$ cat src/rtl/duck_round_ctrl.sv
// duck_round_ctrl: game sequencer for the duck sprite block (ready/fly/result cycle plus
// bullet, hit, score and round bookkeeping). Optional perfect-round bonus: DUCK_ROUND_CTRL_PERFECT_BONUS_EN.
module duck_round_ctrl #(
  parameter int DUCKS_PER_ROUND = 10,
  parameter int BULLETS         = 3,
  parameter int HITS_TO_PASS    = 6,
  parameter int READY_FRAMES    = 120,
  parameter int RESULT_FRAMES   = 60,
  parameter int FLY_TIMEOUT     = 600,
  parameter int POINTS_PER_HIT  = 500
`ifdef DUCK_ROUND_CTRL_PERFECT_BONUS_EN
  ,
  parameter int PERFECT_BONUS   = 10000
`endif
) (
  input  logic        Clk,
  input  logic        Reset,
  input  logic        frame_clk,
  input  logic        start,
  input  logic        trigger,
  input  logic        on_duck,
  input  logic        flew_away,
  input  logic        bird_shot,
  output logic [1:0]  state,
  output logic        shot,
  output logic [2:0]  bullets_left,
  output logic [3:0]  ducks_left,
  output logic [3:0]  hits,
  output logic [6:0]  round_num,
  output logic [19:0] score,
  output logic        game_over
);

  localparam logic [19:0] SCORE_MAX = 20'd999999;
  localparam logic [6:0]  ROUND_MAX = 7'd99;
  localparam int CNT_MAX = (FLY_TIMEOUT > READY_FRAMES)
                         ? ((FLY_TIMEOUT > RESULT_FRAMES) ? FLY_TIMEOUT : RESULT_FRAMES)
                         : ((READY_FRAMES > RESULT_FRAMES) ? READY_FRAMES : RESULT_FRAMES);
  localparam int CNT_W = $clog2(CNT_MAX + 1);

  typedef enum logic [2:0] {
    S_IDLE, S_READY, S_FLY, S_RESULT, S_ROUND_END, S_GAME_OVER
  } fsm_e;

  fsm_e fsm_q, fsm_d;

  logic             fclk_prev_q;
  logic             tick_q, tick_d;
  logic [CNT_W-1:0] frame_cnt_q, frame_cnt_d;
  logic [1:0]       state_q, state_d;
  logic             shot_q, shot_d;
  logic [2:0]       bullets_left_q, bullets_left_d;
  logic [3:0]       ducks_left_q, ducks_left_d;
  logic [3:0]       hits_q, hits_d;
  logic [6:0]       round_num_q, round_num_d;
  logic [19:0]      score_q, score_d;
  logic             game_over_q, game_over_d;

  logic ready_done, result_done, fly_timeout, fly_miss, fly_exit, round_pass;

  function automatic logic [19:0] sat_add(input logic [19:0] a, input logic [19:0] b);
    logic [20:0] sum;
    sum = {1'b0, a} + {1'b0, b};
    return (sum > {1'b0, SCORE_MAX}) ? SCORE_MAX : sum[19:0];
  endfunction

  always_comb begin
    tick_d      = frame_clk & ~fclk_prev_q;
    ready_done  = tick_q && (frame_cnt_q == CNT_W'(READY_FRAMES - 1));
    result_done = tick_q && (frame_cnt_q == CNT_W'(RESULT_FRAMES - 1));
    fly_timeout = tick_q && (frame_cnt_q == CNT_W'(FLY_TIMEOUT - 1));
    // A simultaneous flew_away and bird_shot is scored as a miss
    fly_miss    = flew_away | fly_timeout;
    fly_exit    = fly_miss | bird_shot;
    round_pass  = (hits_q >= 4'(HITS_TO_PASS));
  end

  always_ff @(posedge Clk) begin
    if (Reset) fsm_q <= S_IDLE;
    else       fsm_q <= fsm_d;
  end

  always_comb begin
    fsm_d = fsm_q;
    case (fsm_q)
      S_IDLE, S_GAME_OVER: if (start)       fsm_d = S_READY;
      S_READY:             if (ready_done)  fsm_d = S_FLY;
      S_FLY:               if (fly_exit)    fsm_d = S_RESULT;
      S_RESULT:            if (result_done) fsm_d = (ducks_left_q == 4'd1) ? S_ROUND_END : S_READY;
      S_ROUND_END:         if (ready_done)  fsm_d = round_pass ? S_READY : S_GAME_OVER;
      default:             fsm_d = S_IDLE;
    endcase
  end

  always_comb begin
    shot_d         = shot_q;
    bullets_left_d = bullets_left_q;
    ducks_left_d   = ducks_left_q;
    hits_d         = hits_q;
    round_num_d    = round_num_q;
    score_d        = score_q;
    game_over_d    = game_over_q;

    if (fsm_d != fsm_q)
      frame_cnt_d = '0;
    else if (tick_q)
      frame_cnt_d = frame_cnt_q + CNT_W'(1);
    else
      frame_cnt_d = frame_cnt_q;

    case (fsm_d)
      S_READY, S_ROUND_END: state_d = 2'b01;
      S_FLY:                state_d = 2'b10;
      S_RESULT:             state_d = 2'b11;
      default:              state_d = 2'b00;
    endcase

    case (fsm_q)
      S_IDLE, S_GAME_OVER: begin
        if (start) begin
          score_d      = '0;
          hits_d       = '0;
          ducks_left_d = 4'(DUCKS_PER_ROUND);
          round_num_d  = 7'd1;
          game_over_d  = 1'b0;
        end
      end
      S_READY: begin
        if (ready_done) begin
          bullets_left_d = 3'(BULLETS);
          shot_d         = 1'b0;
        end
      end
      S_FLY: begin
        // Leaving FLY takes priority over any trigger in the same cycle
        if (fly_miss) begin
          shot_d = 1'b0;
        end else if (bird_shot) begin
          hits_d  = hits_q + 4'd1;
          score_d = sat_add(score_q, 20'(POINTS_PER_HIT));
          shot_d  = 1'b0;
        end else if (trigger && (bullets_left_q != 3'd0)) begin
          bullets_left_d = bullets_left_q - 3'd1;
          if (on_duck) shot_d = 1'b1;
        end
      end
      S_RESULT: begin
        if (result_done) ducks_left_d = ducks_left_q - 4'd1;
      end
      S_ROUND_END: begin
        if (ready_done) begin
`ifdef DUCK_ROUND_CTRL_PERFECT_BONUS_EN
          if (hits_q == 4'(DUCKS_PER_ROUND)) score_d = sat_add(score_q, 20'(PERFECT_BONUS));
`endif
          if (round_pass) begin
            round_num_d  = (round_num_q >= ROUND_MAX) ? ROUND_MAX : round_num_q + 7'd1;
            hits_d       = '0;
            ducks_left_d = 4'(DUCKS_PER_ROUND);
          end else begin
            game_over_d  = 1'b1;
          end
        end
      end
      default: ;
    endcase
  end

  always_ff @(posedge Clk) begin
    if (Reset) begin
      fclk_prev_q    <= 1'b0;
      tick_q         <= 1'b0;
      frame_cnt_q    <= '0;
      state_q        <= 2'b00;
      shot_q         <= 1'b0;
      bullets_left_q <= 3'(BULLETS);
      ducks_left_q   <= 4'(DUCKS_PER_ROUND);
      hits_q         <= '0;
      round_num_q    <= 7'd1;
      score_q        <= '0;
      game_over_q    <= 1'b0;
    end else begin
      fclk_prev_q    <= frame_clk;
      tick_q         <= tick_d;
      frame_cnt_q    <= frame_cnt_d;
      state_q        <= state_d;
      shot_q         <= shot_d;
      bullets_left_q <= bullets_left_d;
      ducks_left_q   <= ducks_left_d;
      hits_q         <= hits_d;
      round_num_q    <= round_num_d;
      score_q        <= score_d;
      game_over_q    <= game_over_d;
    end
  end

  assign state        = state_q;
  assign shot         = shot_q;
  assign bullets_left = bullets_left_q;
  assign ducks_left   = ducks_left_q;
  assign hits         = hits_q;
  assign round_num    = round_num_q;
  assign score        = score_q;
  assign game_over    = game_over_q;

endmodule
$ cat config.mk
export PLATFORM = sky130hd
export DESIGN_NAME = duck_round_ctrl
export DESIGN_NICKNAME = d
export VERILOG_FILES = /design/src/rtl/duck_round_ctrl.sv
export SDC_FILE = /design/constraint.sdc
export NUM_CORES = 1
export LEC_CHECK = 0
export BUFFER_PORTS_ARGS = -buffer_cell sky130_fd_sc_hd__buf_2
export CORE_ASPECT_RATIO = 1.4
export CORE_MARGIN = 10
export CORE_UTILIZATION = 56
export DETAILED_ROUTE_END_ITERATION = 6
export MAX_ROUTING_LAYER = met4
export PLACE_DENSITY = 0.85
export SLEW_MARGIN = 20
export SYNTH_ARGS = -nofsm -noshare
export SYNTH_HDL_FRONTEND = slang
export SYNTH_SLANG_ARGS = --single-unit
$ cat constraint.sdc
create_clock -name Clk -period 5 [get_ports Clk]
set_input_delay 1 -clock Clk [delete_from_list [all_inputs] [get_ports Clk]]
set_output_delay 1 -clock Clk [all_outputs]
set_load 0.01 [all_outputs]
* Yosys cells after proc, flatten, opt, wreduce, memory -nomap -nowiden
Index checks and enable logic that the tools add are counted. Widths: inputs -> output; s select.
Storage, ports and cells: register bits 57, logic and storage cells 117, bits of input ports 8, output and inout bits 42
Operators by class: $lt $le $gt $ge 3, bitwise operators 4, eq/ne operators 26, $add $sub $neg 6, reduce and logical (&&, ||, !) cells 21, muxes and demuxes 45
Operators with widths (count):
- $mux 20 | 4
- $pmux 20 s2 | 1
- $mux 4 | 9
- $mux 3 | 11
- $mux 7 | 4
- $pmux 4 s3 | 2
- $add 20x9->21 const B | 1
- $gt 21x20->1 const B | 1
- $ne 2x2->1 const B | 10
- $reduce_and 4->1 | 4
- $pmux 3 s5 | 1
- $pmux 7 s2 | 1
- $eq 3x2->1 const B | 4
- $add 10x1->10 const B | 1
- $eq 10x10->1 const B | 1
- $eq 10x6->1 const B | 1
- $eq 10x7->1 const B | 1
- $reduce_and 5->1 | 2
- $eq 3x3->1 const B | 3
- $reduce_bool 3->1 | 3
- $mux 1 | 8
- $ne 4x4->1 const B | 2
- $add 7x1->7 const B | 1
- $ge 7x7->1 const B | 1
- other kinds (18) | 28

* Logic depth before layout (Yosys ltp)
depth in word-level cells 9, gate-level depth with buffers 11

* Worst setup path before layout
No wires, ideal clock.
path type reg-to-reg, start point register score_q[2] (netlist: score[2]), end point register score_q[17] (netlist: score[17]), data arrival time 2.660 ns, period minus slack after synthesis 2.777 ns, data required time 4.883 ns, setup slack 2.223 ns, cell stages (with the launch flop) 12, path buffers 2, path through dfxtp_1 ha_1 or4_1 buf_2 o211a_4 xor2_1 nand3b_2 a21oi_2 o31ai_4 buf_6 o31ai_1 a32o_1
On the way: cells in the longest elaborated chain, start to end 6
RTL lines:
- start, declared | line 56 | logic [19:0] score_q, score_d;
- start signal, assigned | line 191 | score_q <= score_d;
- $add 20x9->21 * | line 63 | sum = {1'b0, a} + {1'b0, b};
- $gt 21x20->1 | line 64 | return (sum > {1'b0, SCORE_MAX}) ? SCORE_MAX : sum[19:0];
- $mux 20 * | line 64
- $mux 20 * | line 138 | end else if (bird_shot) begin
- $mux 20 * | line 136 | if (fly_miss) begin
- $pmux 20 s2 * | line 118 | case (fsm_q)
Every way passes the cells marked *; elsewhere a longest branch is shown, timed or not. The select of a mux whose other input is x is not followed. A chain may end at the register's enable or synchronous reset.

* Final worst setup path
start point register score_q[2] (netlist: score[2]), end point register score_q[12] (netlist: score[12])
Same word-level chain as after synthesis.

==> flow_metrics.tcl <==
set metrics [dict create \
    drtAntennaViolNets 0 \
    synth_area_mm2 0.00335 \
    number_of_standard_cell_rows_in_the_floorplan 33 \
    yosys_register_bits 56 \
    cell_internal_power_dissipation_uw 575 \
    setup.worst_path.end_class "flip-flop" \
    hold_viol_final 0 \
    first_global_vias 3005 \
    ys_types 74 \
    syn-mean-instance-area_um2 8.14 \
    design.portCount 50 \
    hold_class "reg -> reg" \
    initial_core_util 0.575 \
    die-width_um 85.3 \
    postCtsResizedCells 0 \
    leakage_uw 0.00151 \
    critical_path_required_ps 5220 \
    tritoncts_num_sinks 56 \
    cp-start-kind "flip-flop" \
    swShare 0.237 \
    grt-ovfl-total 0 \
    ant_diodes 0 \
    synth_async_sr_flop_share 0 \
    cts.root.buffer_cell "sky130_fd_sc_hd__clkbuf_8" \
    num-nets-final 471 \
    critical_path.reg2reg.endpoint "score[12]" \
    yosysWarnings 0 \
    port_buffers 49 \
    timing.critical_path.buf_inv 0 \
    period_minus_slack_ps 3310 \
    synthToLayoutAreaGrowth_pct 10.8 \
    cp_depth 9 \
    syn-instance-count 411 \
    drt_pre_antenna_iters 4 \
    min_period_over_period 0.662 \
    clk-insertion-delay-late_ps 300 \
    place_ws_ps 1700 \
    criticalPathCategory "reg -> reg" \
    timing.critical_path.cells "ha_1 > or4_1 > o211a_4 > xor2_1 > nand3b_2 > a21oi_2 > o31ai_4 > nand4_4 > o311ai_2" \
    floorplan.core_area_mm2 0.00582 \
    slew_headroom 0.407 \
    drt-vias-per-instance 6.05 \
    grt_pass1_wl_um 14100 \
    tritoncts.num_buffers 5 \
    worst-r2r-setup-slack_ps 1690 \
    clock_power_share 0.338 \
    outcome "complete, no violations" \
    share_comb_of_total_power 0.059 \
    fmax_ghz 0.302 \
    drt-wirelength-per-cell_um 16.1 \
    final_max_slew_viol_count 0 \
    depth_of_the_worst_hold_timing_path 1 \
    postSynth.topFlopCell "sky130_fd_sc_hd__dfxtp_1" \
    max-clock-path-buffers 2 \
    worst_path_dominant_cell_family "compound AO/OA/AOI/OAI gates" \
    vdd_ir_drop_max_mv 0.256 \
    grt_start_max_net_pins 21 \
    worst_path_clk_slew_ps 100 \
    grt_use_total 0.178 \
    die_h_um 111 \
    number_of_antenna_violations_at_the_first_check_in_global_routing 0 \
    ys_seq_area_frac 0.335 \
    totalNegativeSetupSlack_ps 0 \
    tritoncts "yes" \
    worstSetupEndpoint "score[12]" \
    regToRegStartpoint "score[2]" \
    pwr-share-seq 0.603 \
    critical_path.startpoint "score[2]" \
    detailed_place_hpwl_um 6390 \
    slew_worst_pin_ps 889 \
    crit_fanout 19 \
    route.final.wire_length_um 8440 \
    setup_viol_count_final 0 \
    worst-endpoint-arrival_ps 3530 \
    final.hold.worst_slack_ps 402 \
    fp.dieArea_mm2 0.00951 \
    timing.max_cap.violations 0 \
    mapped_nets 429 \
    clock_tree.htree_level_count 2 \
    cts-hold-fix-buffers 0 \
    p_switching_uw 178 \
    r2r.worst_path.cells 9 \
    edff_count_synth 0 \
    detail_route.drc_violations 0 \
    cts_setup_buffers 0 \
    detail_route.iter0.violations 289 \
    final.setup_skew_ps 5.93 \
    setup_slack_ps 1690 \
    pwr_density_cell_mw_per_mm2 203 \
    dr_vias 3165 \
    critical_path.max_stage_delay_ps 730 \
    place_congestion 0.851 \
    cpMaxStageDelayCell "sky130_fd_sc_hd__o31ai_4" \
    rsz_0062_raised_after_global_routing "false" \
    post_route_cells_drive_above_1_share 0.177 \
]
kinds of logic after synthesis:
family / after synthesis / share of synthesized area
mux: 6 / 0.0183
buf+inv: 30 / 0.0389
fa+ha+maj: 10 / 0.0374
simple gates: 189 / 0.299
xor+xnor: 25 / 0.0654
flops: 56 / 0.335
compound gates: 95 / 0.206
cell usage after synthesis (3+ instances only):
cell type / number / area, µm²
sky130_fd_sc_hd__nor2_1: 44 / 165
sky130_fd_sc_hd__ha_1: 10 / 125
sky130_fd_sc_hd__nor3_1: 8 / 40.0
sky130_fd_sc_hd__clkbuf_1: 9 / 33.8
sky130_fd_sc_hd__a32o_1: 4 / 40.0
sky130_fd_sc_hd__a21oi_1: 31 / 155
sky130_fd_sc_hd__or2_1: 4 / 25.0
sky130_fd_sc_hd__nand2_1: 44 / 165
sky130_fd_sc_hd__inv_1: 13 / 48.8
sky130_fd_sc_hd__and3_1: 9 / 56.3
sky130_fd_sc_hd__o21a_1: 3 / 22.5
sky130_fd_sc_hd__o21ai_0: 11 / 55.1
sky130_fd_sc_hd__nand4_1: 12 / 75.1
sky130_fd_sc_hd__dfxtp_1: 56 / 1120
sky130_fd_sc_hd__nor4_1: 3 / 18.8
sky130_fd_sc_hd__or3_1: 3 / 18.8
sky130_fd_sc_hd__buf_2: 5 / 25.0
sky130_fd_sc_hd__o31ai_1: 3 / 22.5
sky130_fd_sc_hd__xnor2_1: 14 / 123
sky130_fd_sc_hd__o21ai_1: 7 / 35.0
sky130_fd_sc_hd__and2_1: 5 / 31.3
sky130_fd_sc_hd__xor2_1: 11 / 96.3
sky130_fd_sc_hd__nor2b_1: 10 / 62.6
sky130_fd_sc_hd__nand2b_1: 4 / 25.0
sky130_fd_sc_hd__mux2i_1: 5 / 50.1
sky130_fd_sc_hd__nand3_1: 19 / 95.1
sky130_fd_sc_hd__a311oi_1: 3 / 26.3
layout make-up:
type | instances | area, µm²
Fill cell | 506 | 2110
Clock inverter | 1 | 8.76
Inverter | 14 | 52.6
Timing Repair Buffer | 51 | 260
Sequential cell | 56 | 1120
Clock buffer | 6 | 82.6
Tap cell | 70 | 87.6
Multi-Input combinational cell | 325 | 2100
flip-flops by register name, summed over array words and instances, names as in the netlist:
signal        flops
score            19
frame_cnt_q      10
round_num         7
ducks_left        4
hits              4
bullets_left      3
fsm_q             3
state             2
fclk_prev_q       1
game_over         1
shot              1
tick_q            1
layer usage:
layer / wire length (µm) / up-vias / share of wire / track usage
met1: 3420 / 1496 / 0.41 / 0.191
met5: 0 / - / 0 / -
met4: 182 / 0 / 0.022 / 0.0529
met2: 4440 / 75 / 0.53 / 0.319
met3: 390 / 15 / 0.046 / 0.0321
li1: - / 1579 / - / -
worst min-delay path by stage:
stage                start     end  slack, ps
2_1_floorplan  fclk_prev_q  tick_q        370
4_1_cts        fclk_prev_q  tick_q        400
6_report       fclk_prev_q  tick_q        400
3_5_place_dp   fclk_prev_q  tick_q        380
5_1_grt        fclk_prev_q  tick_q        410
3_3_place_gp   fclk_prev_q  tick_q        380
cells in the final DEF (no fill, tap or decap), types with 3 or more instances in the layout:
cell	n
sky130_fd_sc_hd__nand4_1	12
sky130_fd_sc_hd__inv_1	13
sky130_fd_sc_hd__mux2i_1	5
sky130_fd_sc_hd__o21a_1	3
sky130_fd_sc_hd__o21ai_1	7
sky130_fd_sc_hd__nand3_1	19
sky130_fd_sc_hd__or3_1	3
sky130_fd_sc_hd__buf_2	49
sky130_fd_sc_hd__xor2_1	11
sky130_fd_sc_hd__o21ai_0	11
sky130_fd_sc_hd__and3_1	9
sky130_fd_sc_hd__nand2_1	44
sky130_fd_sc_hd__a311oi_1	3
sky130_fd_sc_hd__nand2b_1	4
sky130_fd_sc_hd__o31ai_1	3
sky130_fd_sc_hd__nor2_1	44
sky130_fd_sc_hd__ha_1	10
sky130_fd_sc_hd__a21oi_1	31
sky130_fd_sc_hd__or2_1	4
sky130_fd_sc_hd__nor4_1	3
sky130_fd_sc_hd__a32o_1	4
sky130_fd_sc_hd__nor3_1	8
sky130_fd_sc_hd__dfxtp_1	56
sky130_fd_sc_hd__clkbuf_8	6
sky130_fd_sc_hd__nor2b_1	10
sky130_fd_sc_hd__xnor2_1	14
sky130_fd_sc_hd__and2_1	5
stage by stage:
| stage | cells | power (µW) | util | area [µm²] |
|---|---|---|---|---|
| after detailed placement | 516 | 508 | 0.621 | 3620 |
| after floorplan | 411 | 493 | - | 3350 |
| after global routing | 523 | 780 | 0.637 | 3710 |
| after CTS | 523 | 758 | 0.637 | 3710 |
| final | 523 | 753 | 0.637 | 3710 |
| after global placement | 516 | 507 | 0.621 | 3620 |
power groups by stage:
stage          Sequential [µW]  Clock (µW)  Combinational, µW
3_3_place_gp               464           0               43.4
2_1_floorplan              463           0               30.4
4_1_cts                    454         260               44.1
5_1_grt                    455         276               49.0
6_report                   454         255               44.3
3_5_place_dp               464           0               43.9
worst register-to-register path: stages, from the launching register on:
cell                       delay (ps)
sky130_fd_sc_hd__dfxtp_1          410
sky130_fd_sc_hd__ha_1             330
sky130_fd_sc_hd__or4_1            590
sky130_fd_sc_hd__o211a_4          320
sky130_fd_sc_hd__xor2_1           150
sky130_fd_sc_hd__nand3b_2         120
sky130_fd_sc_hd__a21oi_2           60
sky130_fd_sc_hd__o31ai_4          730
sky130_fd_sc_hd__nand4_4          230
sky130_fd_sc_hd__o311ai_2         300
Note: power is estimated with default switching activity, not from simulation.
